$ cat src/rtl/decode_stage_pipe.sv
// decode_stage_pipe: pipelined RV32I decode stage.
// Decodes one instruction per cycle, reads operands from an internal register
// file and registers the result into an ID/EX slot with valid/ready handshakes
// on both sides. Detects load-use hazards (inserts a bubble), honours a flush
// from execute, and stops intake after ECALL/EBREAK until reset.
//
// Optional feature: define DECODE_WB_BYPASS_EN to forward same-cycle
// write-back data into the operands captured at accept. Without it the
// captured operand is the pre-write register file value.
module decode_stage_pipe #(
    parameter int XLEN     = 32,
    parameter int NUM_REGS = 32,
    parameter int RA_W     = 5
) (
    input  logic            i_clk,
    input  logic            i_rst,
    input  logic            i_valid,
    output logic            o_ready,
    input  logic [31:0]     i_instr,
    input  logic            i_flush,
    input  logic            i_wb_en,
    input  logic [RA_W-1:0] i_wb_addr,
    input  logic [XLEN-1:0] i_wb_data,
    output logic            o_valid,
    input  logic            i_ready,
    output logic [RA_W-1:0] o_rs1_addr,
    output logic [RA_W-1:0] o_rs2_addr,
    output logic [RA_W-1:0] o_rd_addr,
    output logic [XLEN-1:0] o_rs1_data,
    output logic [XLEN-1:0] o_rs2_data,
    output logic [XLEN-1:0] o_imm,
    output logic [2:0]      o_funct3,
    output logic [6:0]      o_funct7,
    output logic            o_alu_input_sel,
    output logic            o_alu_sub_sel,
    output logic            o_alu_arith_sel,
    output logic            o_jump_sel,
    output logic            o_jump_type_sel,
    output logic            o_dmem_rd_en,
    output logic            o_dmem_wr_en,
    output logic            o_reg_wr_en,
    output logic [2:0]      o_reg_wr_sel,
    output logic            o_halt
);

    typedef enum logic [6:0] {
        OPC_LUI    = 7'b0110111,
        OPC_AUIPC  = 7'b0010111,
        OPC_JAL    = 7'b1101111,
        OPC_JALR   = 7'b1100111,
        OPC_BRANCH = 7'b1100011,
        OPC_LOAD   = 7'b0000011,
        OPC_STORE  = 7'b0100011,
        OPC_OP_IMM = 7'b0010011,
        OPC_OP     = 7'b0110011,
        OPC_SYSTEM = 7'b1110011
    } opcode_e;

    // Write-back source encodings
    localparam logic [2:0] WB_ALU   = 3'd0;
    localparam logic [2:0] WB_MEM   = 3'd1;
    localparam logic [2:0] WB_PC4   = 3'd2;
    localparam logic [2:0] WB_IMM   = 3'd3;
    localparam logic [2:0] WB_PCIMM = 3'd4;

    // Everything the execute stage receives for one instruction
    typedef struct packed {
        logic [RA_W-1:0] rs1_addr;
        logic [RA_W-1:0] rs2_addr;
        logic [RA_W-1:0] rd_addr;
        logic [XLEN-1:0] rs1_data;
        logic [XLEN-1:0] rs2_data;
        logic [XLEN-1:0] imm;
        logic [2:0]      funct3;
        logic [6:0]      funct7;
        logic            alu_input_sel;
        logic            alu_sub_sel;
        logic            alu_arith_sel;
        logic            jump_sel;
        logic            jump_type_sel;
        logic            dmem_rd_en;
        logic            dmem_wr_en;
        logic            reg_wr_en;
        logic [2:0]      reg_wr_sel;
    } idex_t;

    opcode_e         opcode;
    logic [RA_W-1:0] rs1_addr;
    logic [RA_W-1:0] rs2_addr;
    logic [RA_W-1:0] rd_addr;
    logic [31:0]     imm_i;
    logic [31:0]     imm_s;
    logic [31:0]     imm_b;
    logic [31:0]     imm_u;
    logic [31:0]     imm_j;
    logic [XLEN-1:0] rs1_data;
    logic [XLEN-1:0] rs2_data;
    logic            wb_we;
    logic            uses_rs1;
    logic            uses_rs2;
    logic            is_halt;
    logic            load_use;
    logic            accept;
    idex_t           dec;

    logic [XLEN-1:0] rf_q [NUM_REGS];
    idex_t           idex_d, idex_q;
    logic            valid_d, valid_q;
    logic            halted_d, halted_q;

    assign opcode   = opcode_e'(i_instr[6:0]);
    assign rd_addr  = i_instr[7 +: RA_W];
    assign rs1_addr = i_instr[15 +: RA_W];
    assign rs2_addr = i_instr[20 +: RA_W];

    assign imm_i = {{20{i_instr[31]}}, i_instr[31:20]};
    assign imm_s = {{20{i_instr[31]}}, i_instr[31:25], i_instr[11:7]};
    assign imm_b = {{19{i_instr[31]}}, i_instr[31], i_instr[7], i_instr[30:25],
                    i_instr[11:8], 1'b0};
    assign imm_u = {i_instr[31:12], 12'b0};
    assign imm_j = {{11{i_instr[31]}}, i_instr[31], i_instr[19:12], i_instr[20],
                    i_instr[30:21], 1'b0};

    assign wb_we = i_wb_en && (i_wb_addr != '0);

    // Register file: cleared on reset, x0 is never written
    always_ff @(posedge i_clk or negedge i_rst) begin
        if (!i_rst) begin
            // NOTE: this array is reset on purpose (architectural clear), which
            // keeps it in flops; an array without reset could map to RAM.
            for (int i = 0; i < NUM_REGS; i++) begin
                rf_q[i] <= '0;
            end
        end else if (wb_we) begin
            rf_q[i_wb_addr] <= i_wb_data;
        end
    end

    // Operand read, x0 reads zero, optional same-cycle write-back forwarding
    always_comb begin
        // NOTE: every output of a combinational block gets a default first so
        // no path leaves it unassigned, which would infer a latch.
        rs1_data = '0;
        rs2_data = '0;
        if (rs1_addr != '0) begin
            rs1_data = rf_q[rs1_addr];
`ifdef DECODE_WB_BYPASS_EN
            if (wb_we && (i_wb_addr == rs1_addr)) rs1_data = i_wb_data;
`endif
        end
        if (rs2_addr != '0) begin
            rs2_data = rf_q[rs2_addr];
`ifdef DECODE_WB_BYPASS_EN
            if (wb_we && (i_wb_addr == rs2_addr)) rs2_data = i_wb_data;
`endif
        end
    end

    // Instruction decode into the ID/EX record; unknown opcodes become NOPs
    always_comb begin
        dec          = '0;
        dec.rs1_addr = rs1_addr;
        dec.rs2_addr = rs2_addr;
        dec.rd_addr  = rd_addr;
        dec.rs1_data = rs1_data;
        dec.rs2_data = rs2_data;
        dec.funct3   = i_instr[14:12];
        dec.funct7   = i_instr[31:25];
        uses_rs1     = 1'b0;
        uses_rs2     = 1'b0;
        is_halt      = 1'b0;
        case (opcode)
            OPC_LUI: begin
                dec.imm           = XLEN'($signed(imm_u));
                dec.alu_input_sel = 1'b1;
                dec.reg_wr_en     = 1'b1;
                dec.reg_wr_sel    = WB_IMM;
            end
            OPC_AUIPC: begin
                dec.imm           = XLEN'($signed(imm_u));
                dec.alu_input_sel = 1'b1;
                dec.reg_wr_en     = 1'b1;
                dec.reg_wr_sel    = WB_PCIMM;
            end
            OPC_JAL: begin
                dec.imm           = XLEN'($signed(imm_j));
                dec.alu_input_sel = 1'b1;
                dec.jump_sel      = 1'b1;
                dec.reg_wr_en     = 1'b1;
                dec.reg_wr_sel    = WB_PC4;
            end
            OPC_JALR: begin
                dec.imm           = XLEN'($signed(imm_i));
                dec.alu_input_sel = 1'b1;
                dec.jump_sel      = 1'b1;
                dec.jump_type_sel = 1'b1;
                dec.reg_wr_en     = 1'b1;
                dec.reg_wr_sel    = WB_PC4;
                uses_rs1          = 1'b1;
            end
            OPC_BRANCH: begin
                dec.imm      = XLEN'($signed(imm_b));
                dec.jump_sel = 1'b1;
                uses_rs1     = 1'b1;
                uses_rs2     = 1'b1;
            end
            OPC_LOAD: begin
                dec.imm           = XLEN'($signed(imm_i));
                dec.alu_input_sel = 1'b1;
                dec.dmem_rd_en    = 1'b1;
                dec.reg_wr_en     = 1'b1;
                dec.reg_wr_sel    = WB_MEM;
                uses_rs1          = 1'b1;
            end
            OPC_STORE: begin
                dec.imm           = XLEN'($signed(imm_s));
                dec.alu_input_sel = 1'b1;
                dec.dmem_wr_en    = 1'b1;
                uses_rs1          = 1'b1;
                uses_rs2          = 1'b1;
            end
            OPC_OP_IMM: begin
                dec.imm           = XLEN'($signed(imm_i));
                dec.alu_input_sel = 1'b1;
                dec.alu_arith_sel = (i_instr[14:12] == 3'b101) && i_instr[30];
                dec.reg_wr_en     = 1'b1;
                dec.reg_wr_sel    = WB_ALU;
                uses_rs1          = 1'b1;
            end
            OPC_OP: begin
                dec.alu_sub_sel   = (i_instr[14:12] == 3'b000) && i_instr[30];
                dec.alu_arith_sel = (i_instr[14:12] == 3'b101) && i_instr[30];
                dec.reg_wr_en     = 1'b1;
                dec.reg_wr_sel    = WB_ALU;
                uses_rs1          = 1'b1;
                uses_rs2          = 1'b1;
            end
            OPC_SYSTEM: begin
                is_halt = 1'b1;
            end
            default: begin
            end
        endcase
    end

    // Load-use hazard: the load in ID/EX targets a register the new instruction reads
    assign load_use = valid_q && idex_q.dmem_rd_en && (idex_q.rd_addr != '0) && i_valid &&
                      ((uses_rs1 && (rs1_addr == idex_q.rd_addr)) ||
                       (uses_rs2 && (rs2_addr == idex_q.rd_addr)));

    assign o_ready = !halted_q && !load_use && (!valid_q || i_ready);
    assign accept  = i_valid && o_ready;

    // ID/EX next state: flush beats accept; a drained or bubbled slot is cleared
    always_comb begin
        idex_d   = idex_q;
        valid_d  = valid_q;
        halted_d = halted_q;
        if (i_flush) begin
            idex_d  = '0;
            valid_d = 1'b0;
        end else if (accept) begin
            idex_d   = dec;
            valid_d  = 1'b1;
            halted_d = halted_q || is_halt;
        end else if (!valid_q || i_ready) begin
            idex_d  = '0;
            valid_d = 1'b0;
        end
    end

    // ID/EX pipeline register and sticky halt flag
    always_ff @(posedge i_clk or negedge i_rst) begin
        if (!i_rst) begin
            // NOTE: sequential state uses non-blocking assignments so every flop
            // samples pre-edge values regardless of statement order.
            idex_q   <= '0;
            valid_q  <= 1'b0;
            halted_q <= 1'b0;
        end else begin
            idex_q   <= idex_d;
            valid_q  <= valid_d;
            halted_q <= halted_d;
        end
    end

    assign o_valid         = valid_q;
    assign o_halt          = halted_q;
    assign o_rs1_addr      = idex_q.rs1_addr;
    assign o_rs2_addr      = idex_q.rs2_addr;
    assign o_rd_addr       = idex_q.rd_addr;
    assign o_rs1_data      = idex_q.rs1_data;
    assign o_rs2_data      = idex_q.rs2_data;
    assign o_imm           = idex_q.imm;
    assign o_funct3        = idex_q.funct3;
    assign o_funct7        = idex_q.funct7;
    assign o_alu_input_sel = idex_q.alu_input_sel;
    assign o_alu_sub_sel   = idex_q.alu_sub_sel;
    assign o_alu_arith_sel = idex_q.alu_arith_sel;
    assign o_jump_sel      = idex_q.jump_sel;
    assign o_jump_type_sel = idex_q.jump_type_sel;
    assign o_dmem_rd_en    = idex_q.dmem_rd_en;
    assign o_dmem_wr_en    = idex_q.dmem_wr_en;
    assign o_reg_wr_en     = idex_q.reg_wr_en;
    assign o_reg_wr_sel    = idex_q.reg_wr_sel;

endmodule

$ cat config.mk
export PLATFORM = sky130hd
export DESIGN_NAME = decode_stage_pipe
export DESIGN_NICKNAME = d
export VERILOG_FILES = /design/src/rtl/decode_stage_pipe.sv
export SDC_FILE = /design/constraint.sdc
export NUM_CORES = 2
export LEC_CHECK = 0
export BUFFER_PORTS_ARGS = -buffer_cell sky130_fd_sc_hd__buf_4
export CORE_MARGIN = 3
export CORE_UTILIZATION = 60
export DETAILED_ROUTE_END_ITERATION = 10
export PLACE_DENSITY = 0.78
export SLEW_MARGIN = 20
export SYNTH_ARGS = -nofsm -noshare
export SYNTH_HDL_FRONTEND = slang
export SYNTH_SLANG_ARGS = --single-unit
export TNS_END_PERCENT = 1
$ cat constraint.sdc
create_clock -name i_clk -period 3 [get_ports i_clk]
set_input_delay 0.45 -clock i_clk [delete_from_list [all_inputs] [get_ports i_clk]]
set_output_delay 0.45 -clock i_clk [all_outputs]
set_load 0.03 [all_outputs]
After elaboration in Yosys (flattened, before gate mapping)
Cells that the tools add are included.

word-level totals
  bits in registers = 1158
  latch bits = 0
  memory bits (writable) = 0
  memory bits (read-only) = 0
  input port bits = 75
  output and inout bits = 135
  word-level logic and storage cells = 135
  memories = 0

cells by class
  add/sub/neg operators = 0
  multipliers = 0
  divide/modulo/power cells = 0
  $lt $le $gt $ge = 4
  equal/unequal tests = 13
  shifts and indexed selects = 0
  multiplexer cells = 29
  bitwise logic cells = 4
  reduce and logical (&&, ||, !) cells = 34

operators by type and width
  kind                  count
  $bwmux W1024          1
  $mux W132             3
  $bmux W32 S5          2
  $mux W32              7
  $demux W32 S5         1
  $pmux W32 S5          1
  $eq A7 B7 Y1 const B  4
  $eq A7 B6 Y1 const B  3
  $pmux W4 S5           1
  $reduce_bool A5 Y1    4
  $ge A6 B6 Y1 const B  3
  $not A5 Y6            3
  $eq A7 B5 Y1 const B  2
  $logic_and A1 B1 Y1   13
  $mux W1               13
  $eq A5 B5 Y1          2
  $reduce_or A3 Y1      3
  $eq A7 B2 Y1 const B  1
  $reduce_or A7 Y1      1
  $lt A6 B1 Y1 const B  1
  $reduce_or A2 Y1      3
  $reduce_or A6 Y1      1
  $eq A3 B3 Y1 const B  1
  $logic_not A1 Y1      3
  other kinds (5)       7

Depth between registers and ports, before layout
  depth after elaboration = 12
  gate-level depth with buffers = 10
  gate-level depth less buffers = 6

Least setup slack after synthesis
OpenSTA, ideal clock, no wires.

  path kind = flip-flop to output port
  start point = reg idex_q (netlist bit o_rd_addr[1])
  end point = out o_ready
  data arrival time = 2.122 ns
  required time = 2.550 ns
  path slack = 0.428 ns
  cell stages (with the launch flop) = 5
  buffers on the path = 0
  path through = dfrtp_1 > or4_1 > o2111ai_1 > a21oi_4 > nor3_1

on the way
  longest elaborated chain between the ends = 7
  elaborated cells between the ends (all ways) = 12
  classes of those cells = 2 x eq/ne; 10 x reduce/logical

ends and longest elaborated chain
  what                                                              RTL line       text
  start: declaration                                                107            idex_t idex_d, idex_q;
  start signal: assignment                                          281            idex_q <= idex_d;
  $eq A5 B5 Y1 (tied with other cells)                              248            ((uses_rs1 && (rs1_addr == idex_q.rd_addr)) ||
  $logic_and A1 B1 Y1, on equally long branches                     248, 247, 249
  $logic_or A1 B1 Y1 / $logic_and A1 B1 Y1 (equally long branches)  248, 247
  $logic_and A1 B1 Y1 *                                             247            assign load_use = valid_q && idex_q.dmem_rd_en && (idex_q.rd_addr != '0) && i_valid &&
  $logic_not A1 Y1 *                                                251            assign o_ready = !halted_q && !load_use && (!valid_q || i_ready);
  $logic_and A1 B1 Y1 * (2 in a row)                                251
  end: declaration                                                  18             output logic o_ready,

Mark *: on every way between the ends. The rest lies on a longest branch, timed or not.

Worst setup path in the final report
  start point = reg idex_q (netlist bit o_rd_addr[1])
  end point = reg idex_q (netlist bit o_rs2_data[9])

on the way
  longest elaborated chain between the ends = 10
  elaborated cells between the ends (all ways) = 16
  classes of those cells = 2 x eq/ne; 2 x mux; 12 x reduce/logical

ends and longest elaborated chain
  what                                                              RTL line       text
  $eq A5 B5 Y1 (tied with other cells)                              248
  $logic_and A1 B1 Y1, on equally long branches                     248, 247, 249
  $logic_or A1 B1 Y1 / $logic_and A1 B1 Y1 (equally long branches)  248, 247
  $logic_and A1 B1 Y1 *                                             247
  $logic_not A1 Y1 *                                                251
  $logic_and A1 B1 Y1 * (2 in a row)                                251
  $logic_and A1 B1 Y1 *                                             252            assign accept = i_valid && o_ready;
  $mux W132                                                         262            end else if (accept) begin
  $mux W132                                                         259            if (i_flush) begin

Marked as above.
A chain may end at the register's enable or synchronous reset.

==> impl_metrics.csv <==
group,metric,value,unit
global_routing,grt-ovfl-total,0,
routing,ant_nets,0,
power_and_ir_drop,power.share.sequential,0.462,
sta,setup_violations,0,
floorplan,fp.dieW,317,um
sta,worstMarginPinSlew,1.24,ns
logic_synthesis,syn-cell-area,58000,um^2
cts,worstSkewPairLatency,0.72,ns
routing,drt_iter0_markers,5163,
sta,setup_slack,0.0376,ns
worst_setup_path,cp-end-kind,"flop",
worst_setup_path,rrSetupSlack,0.04,ns
logic_synthesis,yosysWarnings,0,
global_routing,grt_pass1_vias,39200,
sta,fin_crit_sh,0.987,
power_and_ir_drop,internal_power,32.5,mW
worst_hold_path,worst_hold_startpoint,"i_instr[13]",
logic_synthesis,synth_nets,3916,
worst_setup_path,rr_startpoint,"o_rd_addr[1]",
cts,clkSlewWorstSetupHoldPaths,0.06,ns
worst_setup_path,worstPathArrival,3.61,ns
routing,drt_wl_total,176,mm
placement,place_ws,0.148,ns
logic_synthesis,synth_common_cells,"1158 x dfrtp_1, 992 x mux2_2, 480 x mux4_2",
sta,fmax,338,MHz
power_and_ir_drop,swShare,0.264,
floorplan,die_h,317,um
cells_and_area,syn_to_final_growth,13.7,%
routing,num_vias,38800,
routing,via_per_inst,7.33,
status,outcome,"finished, final reports clean",
routing,drc,0,
logic_synthesis,avgSynthCellArea,15.1,um^2
routing,wire_per_inst,33.2,um
global_routing,grtUsageTotal,0.354,
logic_synthesis,synth.yosys.seq_area_share,0.500,
cells_and_area,utilization,0.691,
logic_synthesis,ys_top_cells_by_area,"dfrtp_1 50%, mux2_2 19%, mux4_2 19%, o22ai_1 2.3%, clkbuf_1 1.9%",
sta,fin_hold_ws,0.0282,ns
cts,clkSinkCount,1158,
cts,htreeDepth,3,
placement,portBuffers,209,
placement,hpwl,105,mm
cells_and_area,fill_cells,6211,
floorplan,rows,113,
floorplan,start_util,0.608,
cts,clockBufferDepth,3,
routing,firstDrtPassIters,6,
floorplan,die-area,100000,um^2
logic_synthesis,yosysTopAreaCell,"dfrtp_1",
power_and_ir_drop,power_switching,11.7,mW
cells_and_area,nets,3997,
cts,cts_root_buf,"clkbuf_16",
logic_synthesis,synth_cell_types,54,
global_routing,antenna_found_initial,7,
power_and_ir_drop,vdd_drop_max,470,uV
worst_setup_path,startpoint,"o_rd_addr[1]",
logic_synthesis,ys_ff_latch,1158,
power_and_ir_drop,cellPowerDensity,669,nW/um^2
power_and_ir_drop,power.static_leakage,28.8,nW
sta,max_slew_margin,0.172,
worst_hold_path,hold_path_class,"primary input to flop",
run,drv_cap,0,
logic_synthesis,synth_flop_cell,"dfrtp_1",
cts,cts_buffers,119,
placement,gp_congestion,0.906,
global_routing,grt_pass1_wl,261,mm
power_and_ir_drop,p_clk_frac,0.355,
worst_setup_path,critPathKind,"flop to flop",
sta,rsz0062_at_grt,"no",
sta,clock_skew,0.0338,ns
worst_setup_path,critPathLaunchType,"flop",
sta,tns,0,ns
cells_and_area,layout-drive-gt1-share,0.528,
worst_setup_path,critical_path_required,3.65,ns
sta,post-route-min-period,2.96,ns
logic_synthesis,synth-edff-count,0,
floorplan,io_pins,210,
cts,cts_tree,"done",
sta,finalHoldViolCount,0,
logic_synthesis,synth-async-reset-ratio,1.00,
floorplan,core-area,95400,um^2
logic_synthesis,synthesis.instances,3841,
logic_synthesis,synth.most_common_cell,"dfrtp_1",
worst_setup_path,cp_max_fo,20,
power_and_ir_drop,comb_power_share,0.183,
sta,drv_slew,0,
logic_synthesis,yosysTopAreaCellShare,0.500,
global_routing,grt_max_degree,113,
==> area by class of cell <==
class / count / area, um^2 / share of cell area
multi-input cells: 2240 / 27500 / 0.417
clock inverters: 59 / 722 / 0.0109
clock buffers: 164 / 3430 / 0.0520
repair buffers: 402 / 3750 / 0.0569
well taps: 1265 / 1580 / 0.0240
inverters: 1 / 3.75 / 0.0000569
diodes: 6 / 15.0 / 0.000228
flip-flops and latches: 1158 / 29000 / 0.439
==> per-layer routing <==
| metal | GRT usage | up-vias | wire length, um |
|---|---|---|---|
| li1 | - | 15200 | - |
| met1 | 0.484 | 20600 | 66300 |
| met2 | 0.537 | 2526 | 80700 |
| met3 | 0.105 | 505 | 20600 |
| met4 | 0.151 | 4 | 8150 |
| met5 | 0 | - | 27 |
==> cells by family after synthesis <==
group | share of synthesized area
AND/OR/NAND/NOR | 0.0178
buffers and inverters | 0.0309
multiplexers | 0.391
flip-flops | 0.500
AO/OA/AOI/OAI | 0.0589
XOR/XNOR | 0.00151
==> sequential cells by signal, summed over array words and instances, names as in the netlist, 3 cells and up <==
name          count
o_funct7          7
rf_q           1024
o_rs1_addr        5
o_reg_wr_sel      3
o_funct3          3
o_rs2_data       32
o_imm            32
o_rs2_addr        5
o_rd_addr         5
o_rs1_data       32
==> power groups by stage <==
stage                     Clock, mW  Combinational [mW]  Sequential (mW)
after floorplan                   0                5.99             19.9
after detailed placement          0                7.98             20.5
after global placement            0                7.74             20.3
after CTS                      15.8                8.06             20.3
final                          15.6                8.08             20.4
after global routing           16.4                8.59             20.7
==> repair_timing <==
| item | in CTS | in global routing |
|---|---|---|
| endpoints found under the hold margin | 48 | 0 |
| resized for setup | 3 | 4 |
| endpoints found under the setup margin | 1 | 20 |
| pin swaps | 2 | 3 |
| hold buffers | 13 | 0 |
| buffers inserted | 2 | 1 |
==> layout by cell type (no fill, tap or decap), types with 8 or more instances in the layout <==
master            n
nor4_1           32
buf_4           330
nor2_1           13
mux4_2          480
dlygate4sd3_1    13
a21oi_1          28
a211oi_1         57
clkbuf_1         20
a22o_1           85
a32o_1           16
o21ai_1          30
mux2i_1          70
nor3_1            8
clkinv_2         28
bufinv_16        15
nand3b_1          8
clkbuf_16       122
dfrtp_1        1158
o22ai_1         215
mux2_2          992
nand2_1          48
nor2_4           18
clkinvlp_4       13
nand2_2          18
clkbuf_8         22
a22oi_1          36
buf_12           52
==> worst paths after layout <==
kind                                        to  depth (start not counted)
worst max-delay path             o_rs2_data[9]                          7
worst min-delay path               o_funct3[1]                          2
worst max register to register   o_rs2_data[9]                          7
min in group asynchronous       o_rs1_data[25]                          2
worst min register to register      rf_q[1022]                          0
max in group asynchronous            rf_q[612]                          4
==> worst max-delay path, cell delays in order, from the launching register on <==
cell and delay (ns):
dfrtp_1 0.43, or4_1 0.55, o2111ai_2 0.28, a21oi_4 0.08
buf_4 0.18, nor2_4 0.94, buf_12 0.26, a22o_1 0.15
==> stage by stage <==
stage	std cells	area [um^2]	total power, mW
floorplan	3841	58000	25.9
global placement	5051	61600	28.1
detailed placement	5051	61600	28.5
CTS	5288	65900	44.1
global route	5291	65900	45.7
finish	5295	66000	44.1
(Power assumes the default switching activity.)
